## config.mk

```make
export PLATFORM = sky130hd
export DESIGN_NAME = des_request_arbiter
export DESIGN_NICKNAME = d
export VERILOG_FILES = /design/src/rtl/des_ctrl_pkg.sv /design/src/rtl/rr_arbiter.sv /design/src/rtl/des_request_arbiter.sv
export SDC_FILE = /design/constraint.sdc
export NUM_CORES = 1
export LEC_CHECK = 0
export ABC_AREA = 1
export CAP_MARGIN = 0
export CORE_ASPECT_RATIO = 0.9
export CORE_MARGIN = 1.5
export CORE_UTILIZATION = 39
export DETAILED_ROUTE_END_ITERATION = 10
export HOLD_SLACK_MARGIN = 0.03
export PLACE_DENSITY_LB_ADDON = 0.12
export SLEW_MARGIN = 40
export SYNTH_ARGS = -nofsm -noshare
export SYNTH_HDL_FRONTEND = slang
export SYNTH_SLANG_ARGS = --single-unit
```

## constraint.sdc

```tcl
create_clock -name CLK -period 1.4 [get_ports CLK]
set_input_delay 0.35 -clock CLK [delete_from_list [all_inputs] [get_ports CLK]]
set_output_delay 0.35 -clock CLK [all_outputs]
set_load 0.005 [all_outputs]
```

## src/rtl/des_ctrl_pkg.sv

```systemverilog
// Shared constants for the DES control blocks: FSM encoding, block width and
// the default core latency used by the arbiter, sender and Trojan-detection logic.
package des_ctrl_pkg;

  localparam int DES_BLOCK_W         = 64;
  localparam int DES_LATENCY_DEFAULT = 17;

  typedef enum logic [1:0] {
    ST_IDLE = 2'd0,
    ST_LOAD = 2'd1,
    ST_WAIT = 2'd2,
    ST_RESP = 2'd3
  } des_state_e;

  // Width of a requester index; a single requester still needs one bit.
  function automatic int ptr_width(input int n);
    return (n > 1) ? $clog2(n) : 1;
  endfunction

endpackage

```

## src/rtl/rr_arbiter.sv

```systemverilog
// Combinational round-robin arbiter: one-hot grant of the first request found
// searching upward from the priority pointer, wrapping at NUM_REQ.
module rr_arbiter #(
  parameter int NUM_REQ = 2,
  parameter int PTR_W   = 1
) (
  input  logic [NUM_REQ-1:0] req,
  input  logic [PTR_W-1:0]   ptr,
  output logic [NUM_REQ-1:0] grant
);

  // Scan from ptr with wrap; the first asserted request wins.
  always_comb begin
    logic             found_s;
    logic [PTR_W-1:0] idx_s;
    grant   = '0;
    found_s = 1'b0;
    idx_s   = '0;
    for (int i = 0; i < NUM_REQ; i++) begin
      idx_s = PTR_W'((int'(ptr) + i) % NUM_REQ);
      if (!found_s && req[idx_s]) begin
        grant[idx_s] = 1'b1;
        found_s      = 1'b1;
      end else begin
        found_s = found_s;
      end
    end
  end

endmodule

```

## src/rtl/des_request_arbiter.sv

```systemverilog
// Shares one DES core between NUM_REQ requesters: round-robin grant, cs pulse,
// fixed-latency wait, ciphertext capture and a valid/ready response.
module des_request_arbiter
  import des_ctrl_pkg::*;
#(
  parameter int NUM_REQ     = 2,
  parameter int DES_LATENCY = DES_LATENCY_DEFAULT,
  parameter int CNT_W       = 5
) (
  input  logic                           CLK,
  input  logic                           RST,
  input  logic [NUM_REQ-1:0]             REQ_VALID,
  input  logic [NUM_REQ-1:0]             REQ_ADDR,
  input  logic [DES_BLOCK_W*NUM_REQ-1:0] REQ_PLAIN,
  output logic [NUM_REQ-1:0]             REQ_ACCEPT,
  output logic [NUM_REQ-1:0]             RSP_VALID,
  input  logic [NUM_REQ-1:0]             RSP_READY,
  output logic [DES_BLOCK_W-1:0]         RSP_CIPHER,
  output logic                           DES_CS,
  output logic                           DES_ADDR,
  output logic [DES_BLOCK_W-1:0]         DES_PLAIN,
  input  logic [DES_BLOCK_W-1:0]         DES_CIPHER,
  output logic                           BUSY
);

  localparam int PTR_W = ptr_width(NUM_REQ);

  des_state_e             state_r, next_state_s;
  logic [CNT_W-1:0]       cnt_r;
  logic [PTR_W-1:0]       ptr_r, next_ptr_s, gidx_s;
  logic [NUM_REQ-1:0]     arb_grant_s, gnt_r, accept_r, rsp_valid_r;
  logic [DES_BLOCK_W-1:0] rsp_cipher_r, des_plain_r;
  logic                   des_addr_r, des_cs_r, busy_r;
  logic                   take_s, capture_s, rsp_done_s;

  rr_arbiter #(.NUM_REQ(NUM_REQ), .PTR_W(PTR_W)) u_rr (
    .req   (REQ_VALID),
    .ptr   (ptr_r),
    .grant (arb_grant_s)
  );

  // Encode the one-hot grant and derive the pointer that follows it.
  always_comb begin
    gidx_s = '0;
    for (int i = 0; i < NUM_REQ; i++) begin
      gidx_s = arb_grant_s[i] ? PTR_W'(i) : gidx_s;
    end
    next_ptr_s = (int'(gidx_s) == NUM_REQ - 1) ? '0 : gidx_s + PTR_W'(1);
  end

  // Next-state logic; only RSP_READY of the granted requester ends RESP.
  always_comb begin
    next_state_s = state_r;
    take_s       = 1'b0;
    capture_s    = 1'b0;
    rsp_done_s   = 1'b0;
    case (state_r)
      ST_IDLE: begin
        if (|REQ_VALID) begin
          take_s       = 1'b1;
          next_state_s = ST_LOAD;
        end else begin
          next_state_s = ST_IDLE;
        end
      end
      ST_LOAD: next_state_s = ST_WAIT;
      ST_WAIT: begin
        if (cnt_r == CNT_W'(DES_LATENCY - 1)) begin
          capture_s    = 1'b1;
          next_state_s = ST_RESP;
        end else begin
          next_state_s = ST_WAIT;
        end
      end
      ST_RESP: begin
        if (|(RSP_READY & rsp_valid_r)) begin
          rsp_done_s   = 1'b1;
          next_state_s = ST_IDLE;
        end else begin
          next_state_s = ST_RESP;
        end
      end
      default: next_state_s = ST_IDLE;
    endcase
  end

  // State, datapath and registered outputs; reset discards any pending result.
  always_ff @(posedge CLK) begin
    if (RST) begin
      state_r      <= ST_IDLE;
      cnt_r        <= '0;
      ptr_r        <= '0;
      gnt_r        <= '0;
      accept_r     <= '0;
      rsp_valid_r  <= '0;
      rsp_cipher_r <= '0;
      des_plain_r  <= '0;
      des_addr_r   <= 1'b0;
      des_cs_r     <= 1'b0;
      busy_r       <= 1'b0;
    end else begin
      state_r  <= next_state_s;
      accept_r <= take_s ? arb_grant_s : '0;
      des_cs_r <= (state_r == ST_LOAD);
      busy_r   <= (next_state_s != ST_IDLE);
      if (take_s) begin
        gnt_r       <= arb_grant_s;
        ptr_r       <= next_ptr_s;
        des_plain_r <= REQ_PLAIN[int'(gidx_s)*DES_BLOCK_W +: DES_BLOCK_W];
        des_addr_r  <= REQ_ADDR[gidx_s];
      end
      if (state_r == ST_LOAD) begin
        cnt_r <= '0;
      end else if (state_r == ST_WAIT) begin
        cnt_r <= cnt_r + CNT_W'(1);
      end
      if (capture_s) begin
        rsp_cipher_r <= DES_CIPHER;
      end
      // RSP_VALID rises one cycle after capture and holds until the handshake.
      if (rsp_done_s) begin
        rsp_valid_r <= '0;
      end else if (state_r == ST_RESP) begin
        rsp_valid_r <= gnt_r;
      end
    end
  end

  assign REQ_ACCEPT = accept_r;
  assign RSP_VALID  = rsp_valid_r;
  assign RSP_CIPHER = rsp_cipher_r;
  assign DES_CS     = des_cs_r;
  assign DES_ADDR   = des_addr_r;
  assign DES_PLAIN  = des_plain_r;
  assign BUSY       = busy_r;

endmodule

```

==> impl_metrics.yaml <==
finish:
  layout.nets: 1435
  fill_cells: 1150
  synthToLayoutAreaGrowth_pct: 84.6
  drive_above_1_share_pct: 21.0
  num_antenna_cells: 0
  stdcell_count: 1448
yosys:
  synth_edf_count: 0
  synth_adder_area_share_pct: 0.402
  synth_top_family_by_area: "simple AND/OR/NAND/NOR gates"
  synth_area_leaders: "dfxtp_1 (47%), nand3_1 (20%), nand2_1 (15%)"
  syn_avg_cell_area_um2: 7.11
  synth_ff_type: "dfxtp_1"
  synth_largest_area_cell: "dfxtp_1"
  synth-compound-area-share_pct: 6.36
  ys_ff_latch: 145
  ys_warn_count: 0
  async_flop_share_pct: 0
  muxShareOfSynthArea_pct: 0
  synthSimpleGateAreaFrac_pct: 36.4
  netlist_area_um2: 6230
  synth.distinct_cells: 22
  synth_fp_nets: 1078
  synth_common_cells: "nand2_1 (254), nand3_1 (249), dfxtp_1 (145)"
  seq_area_frac_synth_pct: 46.6
  synthXorXnorAreaFrac_pct: 0.141
  syn_inst: 876
  synth_top_area_share_pct: 46.6
  yosysMostFrequentCell: "nand2_1"
global_route:
  antenna_found_initial: 0
  grt_pass1_wl_mm: 32.6
  grt_max_degree: 67
  grt_usage_pct: 25.0
  overflow: 0
  grt_pass1_vias: 6546
min_path:
  min_from: "REQ_VALID[1]"
  hp-class: "input port to flip-flop"
route:
  drtIter0Drc: 386
  wirelength_mm: 25.9
  viasPerCell: 5.13
  postRouteAntennaNets: 0
  vias: 7433
  drcViolationCount: 0
  wl_per_cell_um: 17.9
  first_pass_iters: 5
place:
  place_worst_setup_slack_ns: -0.401
  gp_congestion: 0.786
  place_hpwl_mm: 15.0
  port_buffers: 334
  placedCellCount: 1383
sta:
  finalCritPeriodShare_pct: 107
  relSlewSlack_pct: 74.2
  drv_slew: 0
  worstMarginPinSlew_ns: 0.387
  finalSetupViolations: 33
  final_hold_viol_count: 0
  worst_slack_ns: -0.100
  timing.fmax_mhz: 667
  rsz0062_at_grt: "true"
  min_period_ns: 1.50
  finClkSkew_ns: 0.0108
clocking:
  cts_buffer_depth: 2
  clock_latency_ns: 0.43
  cts_root_buf: "clkbuf_16"
  cts_htree_levels: 4
  numCtsBuffers: 17
  clk_pin_slew_worst_paths_ns: 0.07
  cts_tree: "done"
  cts.sinks: 145
run:
  max-cap-violations: 0
setup_path:
  setup.worst_path.class: "flip-flop to flip-flop"
  worstPathMaxFanout: 14
  crit_path_end_kind: "flip-flop"
  required_ns: 1.75
  timing.rr.start: "cnt_r[1]$_SDFFE_PP0P_"
  crit_start: "cnt_r[1]$_SDFFE_PP0P_"
  worstPathArrival_ns: 1.85
  start_kind: "flip-flop"
floorplan:
  start_util_pct: 40.2
  row_count: 43
  die_h_um: 123
  die_area_um2: 16700
  die_w_um: 136
  coreArea_um2: 15500
  ios: 335
pwr:
  vdd_drop_max_v: 0.000895
  power.density_nw_per_um2: 1080
  p_leak_nw: 5.33
run_status:
  violations: "negative setup slack"
  status: "finished with violations"
-- power by group --
part,switching [mW],internal [mW],leakage [nW]
combinational,1.46,1.63,3.84
sequential,0.173,4.43,1.19
clock,1.91,2.80,0.295
-- layout by cell type, fill, tap and decap left out, types with 18 or more instances in the layout --
cell	Yosys	layout
clkdlybuf4s15_1	0	37
nand3_1	249	201
nand2_2	1	23
buf_4	4	26
nand2_1	254	226
inv_1	64	62
a21oi_1	72	39
clkbuf_16	0	30
dfxtp_2	0	18
clkdlybuf4s50_1	0	196
dfxtp_1	145	126
buf_12	0	18
nand3_2	0	45
a21oi_2	0	32
dlygate4sd2_1	0	80
-- path summary, 6_finish.rpt --
| check | endpoint | slack, ns | cells past startpoint |
|---|---|---|---|
| worst max-delay path | RSP_CIPHER[16]$_SDFFE_PP0P_ | -0.10 | 9 |
| worst min-delay path | REQ_ACCEPT[1]$_SDFF_PP0_ | 0.29 | 3 |
| worst max register to register | RSP_CIPHER[16]$_SDFFE_PP0P_ | -0.10 | 9 |
| worst min register to register | RSP_CIPHER[45]$_SDFFE_PP0P_ | 0.46 | 2 |
-- cell type report --
cell class | instances | area (µm²) | area share [%]
multi-input combinational | 597 | 3240 | 28.2
clock buffer | 20 | 467 | 4.06
inverter | 65 | 244 | 2.12
clock inverter | 12 | 145 | 1.26
sequential | 145 | 2930 | 25.5
timing repair buffer | 407 | 4230 | 36.8
tap | 202 | 253 | 2.20
-- timing repair --
item                                    CTS  global route
buffers inserted                          0            12
endpoints found under the setup margin  162           185
resized for setup                       162           211
hold buffers                              0             0
gates cloned                              0            23
pin swaps                                 1            62
-- state kept, by name, summed over array words and instances (netlist names), 2 cells and up --
| name | cells |
|---|---|
| RSP_CIPHER | 64 |
| RSP_VALID | 2 |
| REQ_ACCEPT | 2 |
| state_r | 2 |
| gnt_r | 2 |
| DES_PLAIN | 64 |
| cnt_r | 5 |
-- critical path: stages, from the launching register on --
cell and delay, ns:
dfxtp_2 0.32, inv_2 0.07, ha_4 0.14, nand2_4 0.05, nor2_4 0.11, buf_12 0.14, buf_12 0.14, buf_12 0.15
nand3_1 0.09, a21oi_1 0.21
-- through the flow --
stage / hold slack (ns) / cell area [µm²] / setup TNS, ns / utilization [%] / power (mW)
after floorplan: 0.439 / 6230 / 0 / - / 5.81
after global placement: 0.448 / 9930 / -24.91 / 64.1 / 7.47
after detailed placement: 0.451 / 9930 / -26.03 / 64.1 / 7.49
after CTS: 0.366 / 10400 / -0.286 / 67.2 / 12.0
after global routing: 0.315 / 11500 / -4.04 / 74.3 / 13.0
final: 0.293 / 11500 / -0.625 / 74.3 / 12.4
-- per-layer routing --
layer  global-route usage, %  share of wire (%)  vias to the layer above
met5                       0                  0                        -
met4                    10.6                4.2                        0
met3                    9.39                9.5                       77
met2                    42.5                 49                      327
met1                    28.1                 37                     3455
li1                        -                  -                     3574
-- logic make-up after synthesis --
logic type | count (synthesis)
simple gates | 515
buf+inv | 135
flops | 145
compound gates | 78
fa+ha+maj | 2
xor+xnor | 1
Power figures use the tool's default switching activity.
